File: config.mk
export PLATFORM = sky130hd
export DESIGN_NAME = mem_access_ctrl
export DESIGN_NICKNAME = d
export VERILOG_FILES = /design/src/rtl/mem_access_ctrl.sv
export SDC_FILE = /design/constraint.sdc
export NUM_CORES = 1
export LEC_CHECK = 0
export ABC_AREA = 1
export CAP_MARGIN = 30
export CORE_ASPECT_RATIO = 0.75
export CORE_MARGIN = 1.5
export CORE_UTILIZATION = 37
export DETAILED_ROUTE_END_ITERATION = 10
export GPL_TIMING_DRIVEN = 0
export PLACE_DENSITY = 0.76
export SYNTH_ARGS = -nofsm -noshare
export SYNTH_HDL_FRONTEND = slang
export SYNTH_SLANG_ARGS = --single-unit
File: constraint.sdc
create_clock -name clk -period 1.4 [get_ports clk]
set_clock_uncertainty 0.15 [all_clocks]
set_input_delay 0.28 -clock clk [delete_from_list [all_inputs] [get_ports clk]]
set_output_delay 0.28 -clock clk [all_outputs]
set_load 0.01 [all_outputs]
File: src/rtl/mem_access_ctrl.sv
// Avalon-MM master sequencer sharing one bus port between instruction fetch and data load/store.
// Optional wait-request timeout fault is enabled by defining MEMCTRL_TIMEOUT_EN.
//
// state   | meaning
// --------+-------------------------------------------------------------
// S_FETCH | read instruction at pc_in (or halt if pc_in == HALT_ADDR)
// S_EXEC  | one idle bus cycle; decide on load/store, latch operands
// S_DATA  | perform latched load or store
// S_HALT  | halted, waits for reset
// S_FAULT | bus timeout, waits for reset
module mem_access_ctrl #(
    parameter logic [31:0] HALT_ADDR = 32'h0000_0000
`ifdef MEMCTRL_TIMEOUT_EN
    , parameter int unsigned TIMEOUT_CYCLES = 255
`endif
) (
    input  logic        clk,
    input  logic        reset,
    input  logic [31:0] pc_in,
    input  logic        dm_read,
    input  logic        dm_write,
    input  logic [31:0] dm_addr,
    input  logic [31:0] dm_wdata,
    input  logic [3:0]  dm_byteen,
    output logic [31:0] avm_address,
    output logic        avm_read,
    output logic        avm_write,
    output logic [31:0] avm_writedata,
    output logic [3:0]  avm_byteenable,
    input  logic [31:0] avm_readdata,
    input  logic        avm_waitrequest,
    output logic        fetch,
    output logic [31:0] instr_out,
    output logic        instr_valid,
    output logic [31:0] dm_rdata,
    output logic        dm_done,
    output logic        stall,
    output logic        active,
    output logic        fault
);

    typedef enum logic [2:0] {
        S_FETCH,
        S_EXEC,
        S_DATA,
        S_HALT,
        S_FAULT
    } state_t;

    state_t      state_q;
    logic [31:0] addr_q;
    logic [31:0] wdata_q;
    logic [3:0]  be_q;
    logic        wr_q;
    logic [31:0] instr_q;
    logic        instr_valid_q;
    logic [31:0] rdata_q;
    logic        dm_done_q;

    logic in_fetch;
    logic in_data;
    logic halt_pc;

    assign in_fetch = (state_q == S_FETCH);
    assign in_data  = (state_q == S_DATA);
    assign halt_pc  = (pc_in == HALT_ADDR);

`ifdef MEMCTRL_TIMEOUT_EN
    localparam logic [15:0] TC_LAST = 16'(TIMEOUT_CYCLES - 1);
    logic [15:0] wait_cnt_q;
`endif

    always_ff @(posedge clk) begin
        if (reset) begin
            state_q       <= S_FETCH;
            addr_q        <= '0;
            wdata_q       <= '0;
            be_q          <= '0;
            wr_q          <= 1'b0;
            instr_q       <= '0;
            instr_valid_q <= 1'b0;
            rdata_q       <= '0;
            dm_done_q     <= 1'b0;
`ifdef MEMCTRL_TIMEOUT_EN
            wait_cnt_q    <= '0;
`endif
        end else begin
            instr_valid_q <= 1'b0;
            dm_done_q     <= 1'b0;
`ifdef MEMCTRL_TIMEOUT_EN
            // waits are consecutive within one access, so any non-wait cycle restarts the count
            wait_cnt_q    <= '0;
`endif
            case (state_q)
                S_FETCH: begin
                    if (halt_pc) begin
                        state_q <= S_HALT;
                    end else if (!avm_waitrequest) begin
                        instr_q       <= avm_readdata;
                        instr_valid_q <= 1'b1;
                        state_q       <= S_EXEC;
                    end else begin
`ifdef MEMCTRL_TIMEOUT_EN
                        if (wait_cnt_q == TC_LAST) state_q <= S_FAULT;
                        else wait_cnt_q <= wait_cnt_q + 16'd1;
`endif
                    end
                end
                S_EXEC: begin
                    if (dm_write || dm_read) begin
                        addr_q  <= dm_addr;
                        wdata_q <= dm_wdata;
                        be_q    <= dm_byteen;
                        wr_q    <= dm_write;
                        state_q <= S_DATA;
                    end else begin
                        state_q <= S_FETCH;
                    end
                end
                S_DATA: begin
                    if (!avm_waitrequest) begin
                        if (!wr_q) rdata_q <= avm_readdata;
                        dm_done_q <= 1'b1;
                        state_q   <= S_FETCH;
                    end else begin
`ifdef MEMCTRL_TIMEOUT_EN
                        if (wait_cnt_q == TC_LAST) state_q <= S_FAULT;
                        else wait_cnt_q <= wait_cnt_q + 16'd1;
`endif
                    end
                end
                S_HALT:  state_q <= S_HALT;
                S_FAULT: state_q <= S_FAULT;
                default: state_q <= S_FETCH;
            endcase
        end
    end

    // Bus outputs are held at zero while reset is asserted so an abandoned access is not re-issued.
    assign avm_read       = ~reset & ((in_fetch & ~halt_pc) | (in_data & ~wr_q));
    assign avm_write      = ~reset & in_data & wr_q;
    assign avm_address    = reset ? 32'h0 : (in_fetch ? pc_in : addr_q);
    assign avm_byteenable = reset ? 4'h0 : (in_fetch ? 4'hF : be_q);
    assign avm_writedata  = reset ? 32'h0 : wdata_q;

    assign fetch       = in_fetch;
    assign stall       = in_fetch | in_data;
    assign active      = (state_q != S_HALT) && (state_q != S_FAULT);
    assign instr_out   = instr_q;
    assign instr_valid = instr_valid_q;
    assign dm_rdata    = rdata_q;
    assign dm_done     = dm_done_q;

`ifdef MEMCTRL_TIMEOUT_EN
    assign fault = (state_q == S_FAULT);
`else
    assign fault = 1'b0;
`endif

endmodule

==> results of run 1 <==
[cell usage in the layout, fill, tap and decap left out, types with 2 or more instances in the layout]
master	n
nor2_1	170
buf_2	131
clkdlybuf4s50_1	102
dfxtp_1	89
nor2_2	81
nor2_4	66
inv_1	59
a21oi_2	59
buf_4	48
dfxtp_2	46
o21ai_2	45
nand2_1	44
o21ai_1	39
buf_6	38
nand3_1	33
clkbuf_16	32
inv_2	28
buf_8	24
a21oi_1	14
o21ai_4	13
clkbuf_1	13
dlymetal6s2s_1	13
buf_12	12
dlygate4sd2_1	12
nand2_2	10
clkbuf_8	8
a21oi_4	4
clkinv_4	4
o21ai_0	4
buf_16	4
clkbuf_2	3
nand2_8	3
bufinv_16	3
clkinv_2	3
inv_6	3
dfxtp_4	3
nand2_4	2
clkbuf_4	2
nand4_1	2
[logic make-up after synthesis]
kind of cell	Yosys count	synth area share
flip-flops	138	0.464
buffers and inverters	149	0.108
AO/OA/AOI/OAI	179	0.152
other	1	0.000630
AND/OR/NAND/NOR	413	0.275
[worst paths after layout]
check / slack [ns] / to / startpoint / cells after the start
setup / recovery: -0.74 / avm_address[30] / state_q[0] / 7
hold / removal: 0.15 / wdata_q[27] / reset / 5
setup reg to reg: -0.57 / instr_out[19] / state_q[0] / 12
hold reg to reg: 0.30 / wdata_q[15] / wdata_q[15] / 2
[cell type report]
| type | instances | area share |
|---|---|---|
| Timing Repair Buffer | 366 | 0.270 |
| Sequential cell | 138 | 0.237 |
| Clock inverter | 13 | 0.0138 |
| Antenna cell | 1 | 0.000209 |
| Clock buffer | 19 | 0.0371 |
| Inverter | 90 | 0.0300 |
| Tap cell | 205 | 0.0215 |
| Multi-Input combinational cell | 595 | 0.326 |
| Buffer | 57 | 0.0640 |
[state kept, by name, summed over array words and instances, names as in the netlist]
| signal | flops |
|---|---|
| wdata_q | 32 |
| dm_rdata | 32 |
| instr_out | 32 |
| dm_done | 1 |
| state_q | 3 |
| wr_q | 1 |
| instr_valid | 1 |
| be_q | 4 |
| addr_q | 32 |
[worst max-delay path: stages, from the launching register on]
cell and delay, ns:
dfxtp_4 0.36, nor2_4 0.14, nand2_4 0.12, clkinv_8 0.12, clkbuf_16 0.16, nor2_1 0.05
nor2_2 0.15, buf_2 0.17
[power by group]
group          internal, mW  switching (mW)  total [mW]
combinational          2.17            2.26        4.43
clock                  2.87            1.86        4.72
sequential             4.33           0.232        4.56
[what timing repair did]
item	in CTS	in global routing
setup endpoints to repair	276	215
pin swaps	85	103
setup buffers	54	24
resized for setup	987	281
cloned	19	9
[metal layers]
layer | GRT usage | vias up | wire length, µm
met3 | 0.0819 | 68 | 2340
li1 | - | 3542 | -
met1 | 0.367 | 3551 | 11100
met2 | 0.464 | 365 | 12800
met4 | 0.129 | 0 | 886
met5 | 0 | - | 0
[per-stage QoR]
stage,cells,setup slack [ns]
after detailed placement,1360,-1.42
after global placement,1360,-1.45
final,1484,-0.739
after CTS,1460,-0.705
after global routing,1484,-0.774
after floorplan,880,-0.0679
[cell usage after synthesis, types with 3 or more instances]
library cell / n
buf_2: 14
a21oi_1: 77
dfxtp_1: 138
clkbuf_1: 34
nand2_1: 55
buf_6: 7
nor2_1: 312
o21ai_0: 91
inv_1: 87
nor2_4: 3
buf_4: 4
nand3_1: 34
o21ai_1: 10
==> metrics.txt, run 1 <==
CP arrival=1.71 ns; TritonCTS Buffers=17; Fillers=1081; Die Y=113 µm; DR DRC count=0; Mapped Cells=880; max capacitance violation total=0; Leak=5.44 nW; Tot Pwr=13.7 mW; Fmax=468 MHz; CTS Hold Bufs=0; Power Density=1150 nW/µm²; area growth from synthesis to layout=101%; RSZ-0062 raised after global routing=yes; fin crit share=1.53; clock buffer depth=2; GRT Overall Usage=0.291; CTS clk-pin slew, worst paths=0.06 ns; Top FF cell, synth=dfxtp_1; Final Hold Vio Count=0; Post-synth EDFFs=0; top-area cell type share of the netlist area=0.464; post-synthesis sequential area ratio=0.464; pin count of the biggest net entering global routing=17; status=finished, violations left; worst slew pin tran=0.982 ns; CP Capture Type=output port; CTS tree=yes; core area=15500 µm²; chip width=149 µm; Starting Density=0.385; Ys Warns=0; worst setup path category=flip-flop to output port; post-synthesis average cell area=6.76 µm²; Placed Area=9170 µm²; Root Driver=clkbuf_16; Final Slew Violations=0; Required @ worst endpoint=0.97 ns; failing checks=negative setup slack; FF/Latch Area=2830 µm²; DPL Wire Length=15.7 mm; Hold Slack=0.150 ns; Post-synth ARST share=0; clock sink count=138; Min-Delay Path Class=input pin to flip-flop; first-pass GRT wire length=37.7 mm; count of final setup violators=207; die area=16900 µm²; crit start category=flip-flop; area leader, netlist=dfxtp_1; largest cells by area after synthesis=dfxtp_1 46%, nor2_1 20%, o21ai_0 7.7%; worst skew pair latency=0.42 ns; critical path fanouts, max=8; area occupied by multi-input gates=3900 µm²; Final GP Congestion=0.869; Starting DRT DRC Count=387; mapped cell area=5950 µm²; number of synthesized register bits=138; Mapped Nets=1017; library cells used by synthesis=23; gr ovfl total=0; Initial DRT Pass Iterations=5; Final Cell Area=11900 µm²; crit path time final=2.14 ns; io pins=277; initial antenna violation count=1; Via density=5.07; fraction of layout cells with a size suffix above 1=0.534; wire per inst=18.2 µm; final core occ=0.772; vias in the first global route=7140; final worst setup slack=-0.739 ns; via count=7526; VDD IR max=0.805 mV; Rows=39; buffers added on ports=275; TNS Setup=-79.89 ns; Max H-tree Level=4; Routed Antenna Nets=0; layout net count=1402; overall routed net length=27.1 mm; Worst slew margin=0.345
Power figures use the tool's default switching activity.
==> run 2: changes to the inputs <==
SLEW_MARGIN = 20   (was default)
==> results of run 2 <==
Same layout as run 1: the final DEF is identical, and so are final timing and power.
==> run 3: changes to the inputs <==
CORE_ASPECT_RATIO = default   (was 0.75)
SKIP_LAST_GASP = 1   (was default)
==> run 3 against run 2 <==
Effect of this change:
- worst setup slack gained 0.053 ns
- clock power grew 3%
- core utilization shrank 4.6 points
- the run still ends with negative setup slack left
- sequential cell count is the same
- via count shrank 3.6%
- critical endpoint is now avm_byteenable[3]
- final cell count shrank 0.20%
- register-to-register slack gained 0.08 ns
- critical path type unchanged
==> metrics.txt, run 3 (synthesized netlist as in run 1, its figures left out) <==
Power Density=1170 nW/µm² (+2.3%); Leak=5.22 nW (-4.1%); RSZ-0062 raised after global routing=yes; first-pass GRT wire length=35.3 mm (-6.5%); TNS Setup=-72.07 ns (+7.82 ns); Final Slew Violations=0 (unchanged); overall routed net length=24.7 mm (-8.7%); VDD IR max=0.934 mV (+16%); CTS clk-pin slew, worst paths=0.05 ns (about the same); routing usage on met1=0.302 (-0.0653); final worst setup slack=-0.686 ns (+0.0530 ns); worst skew pair latency=0.42 ns (about the same); io pins=277 (unchanged); Placed Area=9190 µm² (+0.15%); Hold Slack=0.161 ns (+0.0112 ns); Starting Density=0.377 (-0.00736); vias in the first global route=6948 (-2.7%); DR DRC count=0 (unchanged); final core occ=0.727 (-0.0457); pin count of the biggest net entering global routing=17 (unchanged); Rows=46 (+18%); Required @ worst endpoint=0.97 ns (about the same); R2R depth=12 (unchanged); Routed Antenna Nets=0 (unchanged); Fillers=1197 (+11%); layout net count=1390 (-0.86%); Via density=4.90 (-3.4%); core area=15800 µm² (+1.9%); Final Cell Area=11500 µm² (-4.1%); global routing usage on met3=0.0779 (-0.00395); fraction of layout cells with a size suffix above 1=0.443 (-0.0902); Max H-tree Level=4 (unchanged); commonest non-fill, non-tap cell in the layout=nor2_1; crit start category=flip-flop; die area=16900 µm² (about the same); worst slew pin tran=0.737 ns (-0.245 ns); DPL Wire Length=15.3 mm (-2.6%); most frequent cells in the layout=201 x nor2_1, 125 x buf_2, 124 x dfxtp_1; failing checks=negative setup slack; wire per inst=16.7 µm (-8.5%); fin crit share=1.49 (-0.0378); via count=7256 (-3.6%); Die Y=130 µm (+15%); worst hold stages=3 (-2); clock buffer depth=2 (unchanged); Fmax=479 MHz (+2.5%); area growth from synthesis to layout=92.6%; chip width=130 µm (-13%); Ant. Diodes=0 (-1); Root Driver=clkbuf_16; met2 Track Usage GR=0.486 (+0.0229); clock sink count=138 (unchanged); CTS tree=yes; GRT Overall Usage=0.273 (-0.0181); critical path fanouts, max=6 (-2); initial antenna violation count=0 (-1); worst setup path category=flip-flop to output port; Starting DRT DRC Count=362 (-6.5%); CP Capture Type=output port; layer with the highest usage=met2; Worst slew margin=0.508 (+0.163); CP arrival=1.66 ns (-0.05 ns); TritonCTS Buffers=17 (unchanged); Initial DRT Pass Iterations=4 (-1); crit path time final=2.09 ns (-0.0530 ns); Final Hold Vio Count=0 (unchanged); buffers added on ports=275 (unchanged); CTS Hold Bufs=0 (unchanged); gr ovfl total=0 (unchanged); max capacitance violation total=0 (unchanged); count of final setup violators=210 (+1.4%); Final GP Congestion=0.852 (-2.0%); status=finished, violations left; Min-Delay Path Class=input pin to flip-flop
[run 3: cell count changes in the layout (fill, tap and decap cells not counted), sizes merged]
| cell | previous run | this run |
|---|---|---|
| clkinv | 8 | 6 |
| dlymetal6s2s | 13 | 0 |
| buf | 257 | 245 |
| inv | 91 | 90 |
| dlygate4sd2 | 12 | 25 |
| bufinv | 3 | 4 |
| clkbuf | 58 | 55 |
| diode | 1 | 0 |
| clkinvlp | 1 | 2 |
| clkdlybuf4s15 | 0 | 3 |
[run 3: metal layers]
metal	vias up	part of all wire
met3	69	0.072
met5	-	0
met1	3385	0.38
met4	0	0.038
li1	3502	-
met2	300	0.51
[run 3: path summary, 6_finish.rpt]
kind,endpoint,slack (ns),start
setup / recovery,avm_byteenable[3],-0.69,state_q[1]
hold / removal,wr_q,0.16,dm_write
setup reg to reg,dm_rdata[18],-0.49,state_q[2]
hold reg to reg,wdata_q[0],0.30,wdata_q[0]
[run 3: layout make-up]
type                    count  area [µm²]  area share
flip-flops and latches    138        2790       0.243
multi-input cells         595        3590       0.313
inverters                  90         358      0.0312
clock inverters            11         168      0.0146
repair inverters            1        8.76    0.000764
clock buffers              20         467      0.0407
plain buffers              58         733      0.0640
repair buffers            352        3080       0.269
well taps                 216         270      0.0236
[run 3: what timing repair did]
action | CTS | global route
resized for setup | 889 | 202
pin swaps | 55 | 72
setup buffers | 53 | 13
gates cloned | 20 | 3
endpoints found under the setup margin | 276 | 210
[run 3: report_power, final]
group | switching (mW) | leakage, nW | internal, mW
clock network | 1.74 | 0.308 | 3.11
registers | 0.219 | 1.14 | 4.31
logic | 2.06 | 3.77 | 2.01
total | 4.02 | 5.22 | 9.44
[run 3: stage by stage]
stage / cells / power [mW] / setup slack (ns)
floorplan: 880 / 6.05 / -0.0679
global placement: 1371 / 7.49 / -1.45
detailed placement: 1371 / 7.52 / -1.44
CTS: 1472 / 13.0 / -0.697
global route: 1481 / 14.0 / -0.757
finish: 1481 / 13.5 / -0.686
[run 3: critical path: stages (launching register included)]
cell and delay (ns):
dfxtp_4 0.35, nor2_4 0.17, nand2_8 0.11, clkinv_8 0.10, buf_12 0.11, buf_16 0.12, nor2_2 0.05, nor2_2 0.11
buf_6 0.12
==> RTL change: new RTL, config.mk and constraints of run 3 <==
Add a define of `MEMCTRL_TIMEOUT_EN`.
--- a/src/rtl/mem_access_ctrl.sv
+++ b/src/rtl/mem_access_ctrl.sv
@@ -10,2 +10,4 @@
 // S_FAULT | bus timeout, waits for reset
+`define MEMCTRL_TIMEOUT_EN
+
 module mem_access_ctrl #(
Function: same outputs for any inputs over 4 cycles, from zero or initial values and one cycle with reset high; that may be too few to reach the edited logic, so the function may still have changed.
==> RTL change against run 3 <==
- the flow still finishes with violations (negative setup slack)
- routed wire length rose by 5.7%
- cell area rose by 2.0%
- worst hold slack lost 0.061 ns
- first-iteration DRC count grew 10%
- synthesized area grew 8.1%
- worst setup slack got worse by 0.17 ns
- total power down 4.0%
- sequential cell count grew 16
- utilization fell by 4.4 points
- cell count grew 3.5%
- combinational power shrank 25%
- sequential power up 7.1%
- critical path type unchanged
- critical endpoint is now avm_address[30]
- highest routed layer unchanged
==> RTL change: results (changes against run 3) <==
| Metric | Value |
|---|---|
| FILL cells | 1372 (+15%) |
| R2R cell count | 11 (-1) |
| Post-synth top cells | nor2_1, dfxtp_1, o21ai_0 |
| Max incr delay on CP | 0.36 ns |
| Fin nets | 1434 (+3.2%) |
| Ant diodes | 0 (unchanged) |
| Htree depth | 4 (unchanged) |
| Input/output buffers | 275 (unchanged) |
| Global-route wire length before repair | 35590 um (+0.84%) |
| PnR worst setup slack | -0.8517 ns (-0.1661 ns) |
| Via count | 7586 (+4.5%) |
| Synth unique cells | 30 (+30%) |
| Share of cells above drive strength 1 | 38.76% (-5.6 points) |
| Cell Area, Placed | 9729 sq um (+5.9%) |
| Ys flop type | dfxtp_1 |
| GR Util All Layers | 25.27% (-2.0 points) |
| Clock buffers created by TritonCTS | 17 (unchanged) |
| Initial antenna violation count | 0 (unchanged) |
| Synth area leaders | dfxtp_1, nor2_1, o21ai_0, a21oi_1, inv_1 |
| P&R area growth vs syn | 81.70% |
| LEAKAGE | 5.427 nW (+4.1%) |
| Data arrival time of the worst path | 1.82 ns (+0.16 ns) |
| Max VDD drop | 1033 uV (+11%) |
| Seq/Total Area, Yosys | 47.93% (+1.5 points) |
| Reg clk slew, reported paths | 0.07 ns (+0.02 ns) |
| Worst skew pair latency | 0.43 ns |
| Slowest stage cell, crit path | dfxtp_4 |
| First-pass DRT Iterations | 5 (+1) |
| Clock Path Buffers | 2 (unchanged) |
| Hold path depth | 3 (unchanged) |
| Routability congestion estimate | 0.8335 (-2.1%) |
| # setup viols final | 231 (+10%) |
| Synth Net Count | 1040 (+2.3%) |
| Detailed Route Iter0 Violations | 399 (+10%) |
| Hold/Removal Path Class | in -> reg |
| Vias in the first global route | 6961 (+0.19%) |
| Ys Warns | 0 (unchanged) |
| Pin count of the biggest net entering global routing | 17 (unchanged) |
| Post-Route WL | 26140 um (+5.7%) |
| Largest delay share family, worst path | buffers and inverters |
| Status | finished with violations |
| Dpl hpwl | 16110 um (+5.3%) |
| Clock root buffer | clkbuf_16 |
| Critical path fanouts, max | 8 (+2) |
| Async SR Flop Fraction | 0% (unchanged) |
| Failing checks | negative setup slack |
| Slew @ Worst Pin | 0.7406 ns (+0.003196 ns) |
## RTL change: cell type report
class | instances | area share, %
repair buffers | 373 | 28.36
clock buffers | 17 | 3.640
repair inverters | 1 | 0.06423
multi-input cells | 580 | 28.12
inverters | 111 | 3.854
clock inverters | 15 | 1.702
flip-flops and latches | 154 | 26.64
plain buffers | 57 | 5.214
well taps | 225 | 2.409
## RTL change: report_power, final
group | total, mW | switching, mW | leakage, nW | internal, mW
clock | 4.99 | 2.11 | 0.305 | 2.88
sequential | 4.85 | 0.168 | 1.27 | 4.68
combinational | 3.08 | 1.52 | 3.86 | 1.56
total | 12.9 | 3.80 | 5.43 | 9.12
## RTL change: timing repair
item | 4_1_cts | 5_1_grt
pin swaps | 9 | 45
setup buffers | 44 | 34
endpoints found under the setup margin | 293 | 292
endpoints found under the hold margin | 3 | 0
hold buffers | 1 | 0
resized for setup | 411 | 400
gates cloned | 9 | 13
## RTL change: per-stage QoR
step	worst slack, ns	instances	setup TNS, ns
floorplan	-0.1320	901	-5.366
global placement	-1.148	1401	-145.22
detailed placement	-1.169	1401	-148.33
CTS	-0.8207	1487	-94.62
global route	-0.9079	1533	-88.83
finish	-0.8517	1533	-76.01
## RTL change: final timing paths
path / from / endpoint / slack (ns)
min reg2reg: dm_rdata[22] / dm_rdata[22] / 0.29
min: dm_write / wr_q / 0.10
max: state_q[0] / avm_address[30] / -0.85
max reg2reg: state_q[0] / instr_out[22] / -0.44
## RTL change: worst reg2reg max path: cells and delay by family (launching register included)
family	cells	cell delay, ns
simple gates	5	0.51
compound gates	1	0.14
flops	1	0.36
buf+inv	5	0.60
## RTL change: cell families (layout without fill, tap and decap cells)
| group | count (synthesis) | after routing | share of synthesized area [%] |
|---|---|---|---|
| flip-flops | 154 | 154 | 47.93 |
| AO/OA/AOI/OAI | 259 | 259 | 20.21 |
| buffers and inverters | 168 | 574 | 10.64 |
| adder cells (fa/ha/maj) | 2 | 2 | 0.3890 |
| AND/OR/NAND/NOR | 306 | 307 | 19.20 |
| XOR/XNOR | 12 | 12 | 1.634 |
## RTL change: metal layers
metal / share of wire, % / track usage [%] / vias to the layer above
met5: 0 / 0 / -
met4: 2.3 / 8.423 / 0
met3: 7.1 / 8.408 / 47
met2: 52 / 45.19 / 286
met1: 39 / 28.16 / 3592
li1: - / - / 3661
